**src/rtl/readout_mac.sv**
```systemverilog
`default_nettype none
// ============================================================================
// Module   : readout_mac
// Purpose  : Readout stage of the reservoir computer. Evaluates
//            y = w0 + sum(x_i * w_i) over N_NEURONS neuron outputs with a
//            single time-shared multiplier (one term per clock), then forms
//            the training error err = y_target - y. Both results are
//            saturated to X_W bits.
// Ports    : clk, rst       - clock, synchronous active-high reset
//            start          - request one evaluation (sampled in IDLE only)
//            training       - training-mode flag, captured at start
//            y_target       - target output, captured at start
//            x_bus          - packed neuron outputs x1..xN (x1 in LSBs)
//            w_bus          - packed weights w0..wN (bias w0 in LSBs)
//            busy           - evaluation in progress
//            y, err         - results, held between updates
//            y_valid        - one-cycle pulse when y/err update
//            err_valid      - y_valid qualified by captured training flag
// Revision : 1.0 - initial release
// ============================================================================
module readout_mac #(
    parameter int N_NEURONS = 19,
    parameter int X_W       = 16,
    parameter int X_FRAC    = 14,
    parameter int W_W       = 8,
    parameter int W_FRAC    = 6,
    parameter int ACC_W     = 32
) (
    input  logic                         clk,
    input  logic                         rst,
    input  logic                         start,
    input  logic                         training,
    input  logic [X_W-1:0]               y_target,
    input  logic [N_NEURONS*X_W-1:0]     x_bus,
    input  logic [(N_NEURONS+1)*W_W-1:0] w_bus,
    output logic                         busy,
    output logic [X_W-1:0]               y,
    output logic [X_W-1:0]               err,
    output logic                         y_valid,
    output logic                         err_valid
);

    localparam int c_IDX_W  = $clog2(N_NEURONS + 1);
    localparam int c_TAB    = 1 << c_IDX_W;
    localparam int c_PROD_W = X_W + W_W;

    localparam logic signed [ACC_W-1:0] c_SAT_MAX =
        {{(ACC_W-X_W+1){1'b0}}, {(X_W-1){1'b1}}};
    localparam logic signed [ACC_W-1:0] c_SAT_MIN =
        {{(ACC_W-X_W+1){1'b1}}, {(X_W-1){1'b0}}};

    typedef enum logic [1:0] {
        S_IDLE = 2'd0,
        S_MAC  = 2'd1,
        S_OUT  = 2'd2
    } state_t;

    state_t                         r_state;
    logic [N_NEURONS*X_W-1:0]       r_x;
    logic [(N_NEURONS+1)*W_W-1:0]   r_w;
    logic [X_W-1:0]                 r_ytgt;
    logic                           r_train;
    logic signed [ACC_W-1:0]        r_acc;
    logic [c_IDX_W-1:0]             r_idx;

    // Operand lookup tables indexed directly by r_idx. Entry 0 of the x table
    // is unused (bias slot), and entries past N_NEURONS are tied to zero so
    // every index value is defined.
    logic signed [X_W-1:0] w_x_tab [0:c_TAB-1];
    logic signed [W_W-1:0] w_w_tab [0:c_TAB-1];

    generate
        for (genvar gi = 0; gi < c_TAB; gi++) begin : g_tab
            if (gi >= 1 && gi <= N_NEURONS) begin : g_x
                assign w_x_tab[gi] = r_x[(gi-1)*X_W +: X_W];
            end else begin : g_x_zero
                assign w_x_tab[gi] = '0;
            end
            if (gi <= N_NEURONS) begin : g_w
                assign w_w_tab[gi] = r_w[gi*W_W +: W_W];
            end else begin : g_w_zero
                assign w_w_tab[gi] = '0;
            end
        end
    endgenerate

    logic signed [c_PROD_W-1:0] w_prod;
    logic signed [ACC_W-1:0]    w_bias;
    logic signed [ACC_W-1:0]    w_term;
    logic signed [ACC_W-1:0]    w_ys;
    logic [X_W-1:0]             w_y_sat;
    logic signed [ACC_W-1:0]    w_diff;
    logic [X_W-1:0]             w_err_sat;

    function automatic logic [X_W-1:0] f_sat(input logic signed [ACC_W-1:0] v);
        if (v > c_SAT_MAX)
            f_sat = c_SAT_MAX[X_W-1:0];
        else if (v < c_SAT_MIN)
            f_sat = c_SAT_MIN[X_W-1:0];
        else
            f_sat = v[X_W-1:0];
    endfunction

    assign w_prod = w_x_tab[r_idx] * w_w_tab[r_idx];

    // Bias is aligned to the product's fixed-point position (X_FRAC+W_FRAC).
    assign w_bias = {{(ACC_W-W_W){r_w[W_W-1]}}, r_w[W_W-1:0]} << X_FRAC;

    assign w_term = (r_idx == '0) ? w_bias
                                  : {{(ACC_W-c_PROD_W){w_prod[c_PROD_W-1]}}, w_prod};

    // Drop the weight fraction bits to return to the X_FRAC format.
    assign w_ys    = r_acc >>> W_FRAC;
    assign w_y_sat = f_sat(w_ys);

    // Error uses the already-saturated y, widened so the difference cannot wrap.
    assign w_diff    = {{(ACC_W-X_W){r_ytgt[X_W-1]}}, r_ytgt}
                     - {{(ACC_W-X_W){w_y_sat[X_W-1]}}, w_y_sat};
    assign w_err_sat = f_sat(w_diff);

    always_ff @(posedge clk) begin
        if (rst) begin
            r_state   <= S_IDLE;
            r_x       <= '0;
            r_w       <= '0;
            r_ytgt    <= '0;
            r_train   <= 1'b0;
            r_acc     <= '0;
            r_idx     <= '0;
            busy      <= 1'b0;
            y         <= '0;
            err       <= '0;
            y_valid   <= 1'b0;
            err_valid <= 1'b0;
        end else begin
            y_valid   <= 1'b0;
            err_valid <= 1'b0;
            case (r_state)
                S_IDLE: begin
                    if (start) begin
                        r_x     <= x_bus;
                        r_w     <= w_bus;
                        r_ytgt  <= y_target;
                        r_train <= training;
                        r_acc   <= '0;
                        r_idx   <= '0;
                        busy    <= 1'b1;
                        r_state <= S_MAC;
                    end
                end
                S_MAC: begin
                    r_acc <= r_acc + w_term;
                    r_idx <= r_idx + c_IDX_W'(1);
                    if (r_idx == c_IDX_W'(N_NEURONS))
                        r_state <= S_OUT;
                end
                S_OUT: begin
                    y         <= w_y_sat;
                    err       <= w_err_sat;
                    y_valid   <= 1'b1;
                    err_valid <= r_train;
                    busy      <= 1'b0;
                    r_state   <= S_IDLE;
                end
                default: begin
                    r_state <= S_IDLE;
                    busy    <= 1'b0;
                end
            endcase
        end
    end

endmodule
`default_nettype wire
```
**config.mk**
```make
export PLATFORM = sky130hd
export DESIGN_NAME = readout_mac
export DESIGN_NICKNAME = d
export VERILOG_FILES = /design/src/rtl/readout_mac.sv
export SDC_FILE = /design/constraint.sdc
export NUM_CORES = 1
export LEC_CHECK = 0
export ABC_CLOCK_PERIOD_IN_PS = 18200
export CAP_MARGIN = 20
export CORE_UTILIZATION = 34
export CTS_CLUSTER_SIZE = 16
export DETAILED_ROUTE_END_ITERATION = 16
export DONT_BUFFER_PORTS = 1
export PLACE_DENSITY = 0.52
export SLEW_MARGIN = 20
export SYNTH_ARGS = -nofsm -noshare
export SYNTH_HDL_FRONTEND = slang
export SYNTH_SLANG_ARGS = --single-unit
```
**constraint.sdc**
```tcl
create_clock -name clk -period 18.2 [get_ports clk]
set_input_delay 1.82 -clock clk [delete_from_list [all_inputs] [get_ports clk]]
set_output_delay 1.82 -clock clk [all_outputs]
set_load 0.1 [all_outputs]
```
==> results list, run 1 <==
* Number of vias after detailed routing: 23.8k
* Share of the synthesized area in the top cell type: 0.373
* Critical R2R Launch: r_idx[1]$_SDFFE_PP0P_
* Initial standard-cell utilization of the core: 0.343
- Global routing met1 resource utilization: 0.277
- STA puts the critical path data required time at 18.69 ns.
- Along the worst path, the maximum fanout reaches 60.
- In the final design database the tool counted 4,076 nets.
- Commonest cells post-synth: 1,029 x sky130_fd_sc_hd__nand2_1, 556 x sky130_fd_sc_hd__a21oi_1, 555 x sky130_fd_sc_hd__dfxtp_1, 200 x sky130_fd_sc_hd__nor2_1, 187 x sky130_fd_sc_hd__clkbuf_1
- After detailed routing, the number of remaining DRC violations is 0.
- Post-route clock skew: approximately 0.044 ns
* FILL cells: 9,024
- For this run, the total global-route usage over all layers was measured as 0.213.
- The worst setup path is of the reg -> reg kind.
- Endpoints failing setup: 0
- Setup slack on the worst flop-to-flop path: 7.91 ns
* Share of layout cells above drive strength 1: 0.0989
* Max Transition Viols Final: about 420
* Number of synthesized flops with an enable pin: 0
* Worst-case setup slack after placement: 7.80 ns
* Pwr/cell area: 98.1 nW/um^2
* Period Utilization, post-route: 0.565
* Number of hold-repair buffers added at the cts stage: 0
* M3 GR Usage: 0.0530
- TritonCTS built the clock tree.
* Outcome: finished with violations
- Number of ports placed on the die boundary: 519
- Data on the critical path arrives at its endpoint at 10.78 ns.
- From left edge to right edge, the die measures 298 microns.
- Leakage dissipation: 12.5 nW
- Critical Path End Type: register
* FF-to-FF End: r_acc[29]$_SDFFE_PP0P_
- Die area: 88,800 sq um
- The most numerous cell type found on the critical path is sky130_fd_sc_hd__fa_1.
- The clock passes through at most 3 buffers.
* Total of warnings raised by yosys: 0
- Source of the worst hold timing path: r_train$_SDFFE_PP0P_
* Post-CTS repair timing setup buffer count: 0
- The first global-routing pass estimated 146,000 microns of wire.
* Drt pass-1 iters: 5
- By area the synthesized netlist is led by sky130_fd_sc_hd__dfxtp_1 37%, sky130_fd_sc_hd__nand2_1 13%, sky130_fd_sc_hd__mux4_2 9.7%.
- Number of violations of the max-capacitance limit: 0
* Tmin final: 10.29 ns
- After detailed routing, the average wire length per cell comes to between 20 and 25 microns.
- Cells resized by post-CTS repair: 0
- Hold Fails Final Rpt: 0
* Die Height: 298 microns
- The most used flip-flop cell after synthesis is sky130_fd_sc_hd__dfxtp_1.
* Hold Path Sink: r_train$_SDFFE_PP0P_
- Post-synthesis average cell area: approximately 8.4 sq um
- Counting instances, the worst hold path has a depth of 2.
- The core region is slightly below 90,000 sq um.
- During placement, the flow inserted port buffers numbering 0.
* # clock sinks: 555
- For the pin with the worst max-slew slack, the measured transition is about 2.8 ns.
- The largest single stage delay on the critical path is 0.87 ns.
- Seq/Total Area, Yosys: 0.373
- Remaining number of nets flagged by the antenna check after routing: 0
- Max Clk Rate: 0.0972 GHz
- Total CTS buffers: 69
- Headroom to the max-slew limit came out at -0.872.
* Initial antenna violation count: 15
* Beginning of the critical path: r_idx[1]$_SDFFE_PP0P_
* Layout overhead on the synthesized area: 10.5%
* Area leader, netlist: sky130_fd_sc_hd__dfxtp_1
* Vias in the first global route: 23.1k
* Maximum number of pins on one net before global-route repair: 546
- Post-detailed-routing wire length: between 90,000 and 100,000 microns
- The final reports fail on slew limit.
- Number of standard-cell rows in the floorplan: 108
- Most used standard cell by instance count after synthesis: sky130_fd_sc_hd__nand2_1
- After clock tree synthesis, the clock-pin slew on the worst setup and hold paths is roughly 0.060 ns.
- Post-synthesis register bit count: 555
- Total negative slack: 0 ns
- IR analysis of the VDD net gives a maximum drop of 0.0668 mV.
- After synthesis the cells add up to 29,800 sq um.
- The layer flagged by global routing as most heavily used is met2.
- Routability congestion estimate from global placement: 0.867
- Global Route met2 Usage: 0.353
* Sum of net half-perimeters after detailed placement: 70,800 microns
- Worst-skew pair later-pin latency: 0.63 ns
- In the routed layout, each cell is associated on average with a via count of ~5.2.
* Worst r2r path cells: 32
* Syn nets: between 4k and 5k
- In this run the worst hold path is classified as reg -> reg.
- The total overflow left after global routing is 0.
- H-tree Lvls: 3
* CTS root buffer: sky130_fd_sc_hd__clkbuf_16
- Cells after Synth: 3,528
* Library cells used by synthesis: 76
- Setup repair after global routing left no endpoint under its margin.
- Async set or reset register ratio after synthesis: 0
- Iteration-0 DRC Markers: 1,607
- The worst setup path is launched from a register.
- Across all setup checks in the final design, the least slack found is 7.91 ns.
* Cell with the biggest individual delay on the critical path: sky130_fd_sc_hd__buf_4
-- worst max-delay path by stage --
stage | endpoint | slack, ns | depth (start not counted)
after floorplan | r_acc[29]$_SDFFE_PP0P_ | 9.89 | 33
final | r_acc[29]$_SDFFE_PP0P_ | 7.91 | 32
after CTS | r_acc[31]$_SDFFE_PP0P_ | 7.79 | 32
after global routing | r_acc[31]$_SDFFE_PP0P_ | 7.19 | 32
after global placement | r_acc[31]$_SDFFE_PP0P_ | 7.84 | 32
after detailed placement | r_acc[31]$_SDFFE_PP0P_ | 7.80 | 32
-- placed cells by master (no fill, tap or decap), drive strengths merged, types with 15 or more instances in the layout --
cell type     n
a211oi       26
nor3         20
a21o         30
mux2i        19
fa          105
a22oi        25
dfxtp       555
buf          29
a21oi       557
clkbuf       99
mux4        128
ha           96
nor2        200
nor2b        24
nand3        34
inv         171
maj3         15
xor2         20
xnor2        37
nand2      1029
o21ai        69
-- worst max-delay path: cells and delay by family, from the launching register on --
family / cells / cell delay, ns
compound gates: 13 / 2.85
simple gates: 5 / 1.06
xor+xnor: 2 / 0.23
buf+inv: 4 / 1.46
flops: 1 / 0.85
fa+ha+maj: 6 / 2.77
mux: 2 / 0.85
-- metal layers --
metal,part of all wire,vias up,wire (microns)
met5,0.00073,-,71
met4,0.019,12,1860
met3,0.064,129,6260
met2,0.48,582,46600
met1,0.44,11500,42400
li1,-,11600,-
-- cell type report --
type                       count  area, sq um  share of cell area
inverter                     165          619              0.0188
multi-input combinational   2571        17100               0.520
sequential                   555        11100               0.338
timing repair buffer          29          288             0.00874
tap                         1155         1450              0.0439
clock inverter                20          320             0.00973
antenna                        8         20.0            0.000608
clock buffer                  99         2000              0.0607
-- flip-flops by register name, indices dropped and copies added, names as in the netlist --
name / flops
r_train: 1
r_acc: 32
y: 16
r_idx: 5
r_x: 304
r_state: 2
busy: 1
r_ytgt: 16
y_valid: 1
err: 16
r_w: 160
err_valid: 1
-- logic make-up (layout without fill, tap and decap cells) --
family          after synthesis  after routing  synth area share
fa+ha+maj                   216            216             0.116
buf+inv                     402            313            0.0536
mux                         148            148             0.104
xor+xnor                     57             57            0.0168
simple gates               1369           1369             0.184
other cells                   0              8                 0
flops                       555            555             0.373
compound gates              781            781             0.153
-- metrics by stage --
stage                      util  cell area (sq um)  power [W]  cells  hold slack (ns)
after floorplan               -              29800    0.00174   3528            0.430
after CTS                 0.379              32900    0.00326   4593            0.452
after global placement    0.352              30600    0.00184   4474            0.436
after global routing      0.379              32900    0.00336   4600            0.468
final                     0.379              32900    0.00323   4602            0.449
after detailed placement  0.352              30600    0.00185   4474            0.445
-- where the power goes --
part / leakage [nW] / switching (W) / internal, W
combinational: 6.85 / 0.000298 / 0.000195
sequential: 4.55 / 0.0000448 / 0.00128
clock: 1.14 / 0.000566 / 0.000841
Note: power is estimated with default switching activity, not from simulation.
==> inputs of run 2 (changes only) <==
--- a/config.mk
+++ b/config.mk
@@ -5,7 +5,7 @@
 export SDC_FILE = /design/constraint.sdc
 export NUM_CORES = 1
 export LEC_CHECK = 0
-export ABC_CLOCK_PERIOD_IN_PS = 18200
+export ABC_CLOCK_PERIOD_IN_PS = 10500
 export CAP_MARGIN = 20
 export CORE_UTILIZATION = 34
 export CTS_CLUSTER_SIZE = 16
==> constraint.sdc (replaced) <==
create_clock -name clk -period 10.5 [get_ports clk]
set_input_delay 1.05 -clock clk [delete_from_list [all_inputs] [get_ports clk]]
set_output_delay 1.05 -clock clk [all_outputs]
set_load 0.1 [all_outputs]
==> run 2 against run 1 <==
Maximum frequency rose by 12%. Combinational power rose by 77%. Sequential share of layout area barely moved. Clock skew barely moved. Register-to-register slack got worse by 6.6 ns. Critical path type unchanged. Setup slack got worse by 6.6 ns. Count of clock-buffer cells in the layout fell by 4. The run still ends with slew limit left. Sequential cell count did not move. Largest cell class unchanged. Die area did not move. Hold slack improved by 0.0025 ns. Via count barely moved. Final area barely moved.
==> results list, run 2 (synthesized netlist as in run 1, its figures left out) <==
- Die Height: 298 microns
- The share of total power dissipated in sequential elements is 0.418.
- CP delay by family, top: adder cells
- Most common cell after layout, fill and taps aside: sky130_fd_sc_hd__nand2_1
- CTS root buffer: sky130_fd_sc_hd__clkbuf_16
- Global route total overflow: 0
- Cell Area, Placed: 30,700 sq um
- Setup repair after global routing left no endpoint under its margin.
- Iteration-0 DRC Markers: around 1.7k
* Violated checks: slew limit
- Fraction of power consumed by combinational cells: 0.158
- In the routed design, unresolved DRC markers number 0.
- Dividing the detail-routed wire length by the instance count gives about 21 microns.
* Crit Path Category: reg -> reg
- Sum of net half-perimeters after detailed placement: 72,600 microns
- Of the available clock period, the critical path in the final layout requires 0.876.
- Entering global routing, the biggest net connects 546 pins.
* Initial standard-cell utilization of the core: 0.343
- The congestion estimate from routability-driven global placement came to a little under 0.9.
- Once layout is done, the placed cells without fillers occupy 32,900 sq um.
- The floorplan step defined a die boundary enclosing a little under 90,000 sq um.
- Leading cell types in the layout, fill and taps excluded: 1,029 x sky130_fd_sc_hd__nand2_1, 556 x sky130_fd_sc_hd__a21oi_1, 551 x sky130_fd_sc_hd__dfxtp_1, 200 x sky130_fd_sc_hd__nor2_1, 164 x sky130_fd_sc_hd__inv_1
* First-pass GRT wire length: 145,000 microns
- Top reg by flops: r_x
* Number of ports placed on the die boundary: just over 500
* Most frequent cell on the critical path: sky130_fd_sc_hd__inv_1
* Minimum hold slack: 0.451 ns
- The detail route stage leaves a number of antenna-violating nets equal to 0.
- Number of vias after detailed routing: 23.8k
- Vias in the first global route: 23.1k
- The number of buffers and inverters on the critical path is 6.
* Transition time of the tightest slew-check pin: 2.90 ns
- Port Buf Inserts: 0
- Class of the worst hold path: reg -> reg
* Total CTS buffers: 66
- CTS built an H-tree with a depth of 3.
- Worst-skew pair later-pin latency: around 0.63 ns
* Total negative slack: 0 ns
* Number of violations of the max-capacitance limit: 0
* Hold Fails Final Rpt: 0
- Cells resized by post-CTS repair: 0
- Max Clk Rate: 0.109 GHz
- Share of layout cells above drive strength 1: 0.0999
- The number of pins with negative max-slew slack in the final report was 380.
* Endpoints failing setup: 0
* Critical Path End Type: register
* Worst vdd ir: 0.104 mV
- Crit path required time: approximately 11 ns
- Post-detailed-routing wire length: around 100,000 microns
* Tmin final: 9.20 ns
- Remaining max-slew budget at the tightest pin: -0.935
* Startpoint kind of the worst setup timing path: register
- Top Registers: r_x: 304 flops, r_w: 160 flops, r_acc: 32 flops
* Max FO, Critical Path: 47
* FILL cells: 9,045
- Layout overhead on the synthesized area: 10.4%
* Cell with the biggest individual delay on the critical path: sky130_fd_sc_hd__dfxtp_4
- The flow ran to the end, but the final reports show violations.
- The share of total power dissipated in the clock network is 0.424.
* Initial antenna violation count: 9
- The clock passes through at most 3 buffers.
* Clock transition at path regs: about 0.070 ns
* Layout net count: between 4k and 5k
* Crit path largest cell delay: roughly 0.60 ns
* Leakage dissipation: 12.5 nW
- Of the total power, the share spent switching nets is 0.289.
- Share of the core filled with cells in the final layout: 0.379
- Post-route clock skew: around 0.044 ns
- Arrival @ worst endpoint: 9.75 ns
- Total internal power: 0.00392 W
* Number of standard-cell rows in the floorplan: 108
- Drt pass-1 iters: 6
- The tree built by TritonCTS fans out to 555 sinks.
- Flip-flop count of the largest register after layout: between 300 and 400
- For this design, the CTS-stage hold fixing added 0 buffers.
- Post-CTS repair timing setup buffer count: 0
- Across every metal layer, demand over resource in global routing totals 0.213.
- TritonCTS built the clock tree.
- Pwr/cell area: 167 nW/um^2
- X dimension of the die: between 200 and 300 microns
* Post-detailed-route via-to-cell ratio: about 5.2
* Switching power total: 0.00159 W
* Final Total Pwr: approximately 0.0055 W
- The floorplan step defined a core boundary enclosing slightly below 90,000 sq um.
[run 2: per-stage QoR]
step	cells	setup slack, ns
after global placement	4483	1.48
final	4601	1.30
after global routing	4600	0.706
after CTS	4599	1.27
after floorplan	3528	2.19
after detailed placement	4483	1.30
[run 2: path summary, 6_finish.rpt]
path         slack (ns)                  start                      to  cells after the start
max                1.30  r_idx[1]$_SDFFE_PP0P_  r_acc[31]$_SDFFE_PP0P_                     32
min                0.45  r_x[231]$_SDFFE_PP0P_   r_x[231]$_SDFFE_PP0P_                      2
max reg2reg        1.30  r_idx[1]$_SDFFE_PP0P_  r_acc[31]$_SDFFE_PP0P_                     32
min reg2reg        0.45  r_x[231]$_SDFFE_PP0P_   r_x[231]$_SDFFE_PP0P_                      2
[run 2: final cells by class]
class                      count  area [sq um]  share of cell area
antenna                        2          5.00            0.000152
inverter                     165           619              0.0188
clock inverter                21           338              0.0103
clock buffer                  95          1890              0.0575
multi-input combinational   2571         17100               0.520
sequential                   555         11100               0.338
timing repair buffer          37           365              0.0111
tap                         1155          1450              0.0439
[run 2: layer usage]
| metal | GRT usage | up-vias | routed length (microns) |
|---|---|---|---|
| li1 | - | 11600 | - |
| met1 | 0.279 | 11400 | 42600 |
| met2 | 0.359 | 610 | 46800 |
| met3 | 0.0432 | 108 | 5890 |
| met4 | 0.0538 | 14 | 2030 |
| met5 | 0 | - | 90 |
[run 2: power groups by stage]
stage	Clock (W)	Combinational (W)	Sequential [W]
3_3_place_gp	0	0.000868	0.00235
6_report	0.00234	0.000871	0.00230
3_5_place_dp	0	0.000875	0.00235
2_1_floorplan	0	0.000698	0.00231
4_1_cts	0.00239	0.000878	0.00230
5_1_grt	0.00248	0.000963	0.00231
[run 2: worst register-to-register path: cells and delay by family (launching register included)]
kind / cells / cell delay (ns)
compound gates: 11 / 2.76
fa+ha+maj: 6 / 2.79
buf+inv: 6 / 0.78
simple gates: 6 / 0.95
mux: 3 / 1.24
flops: 1 / 0.60
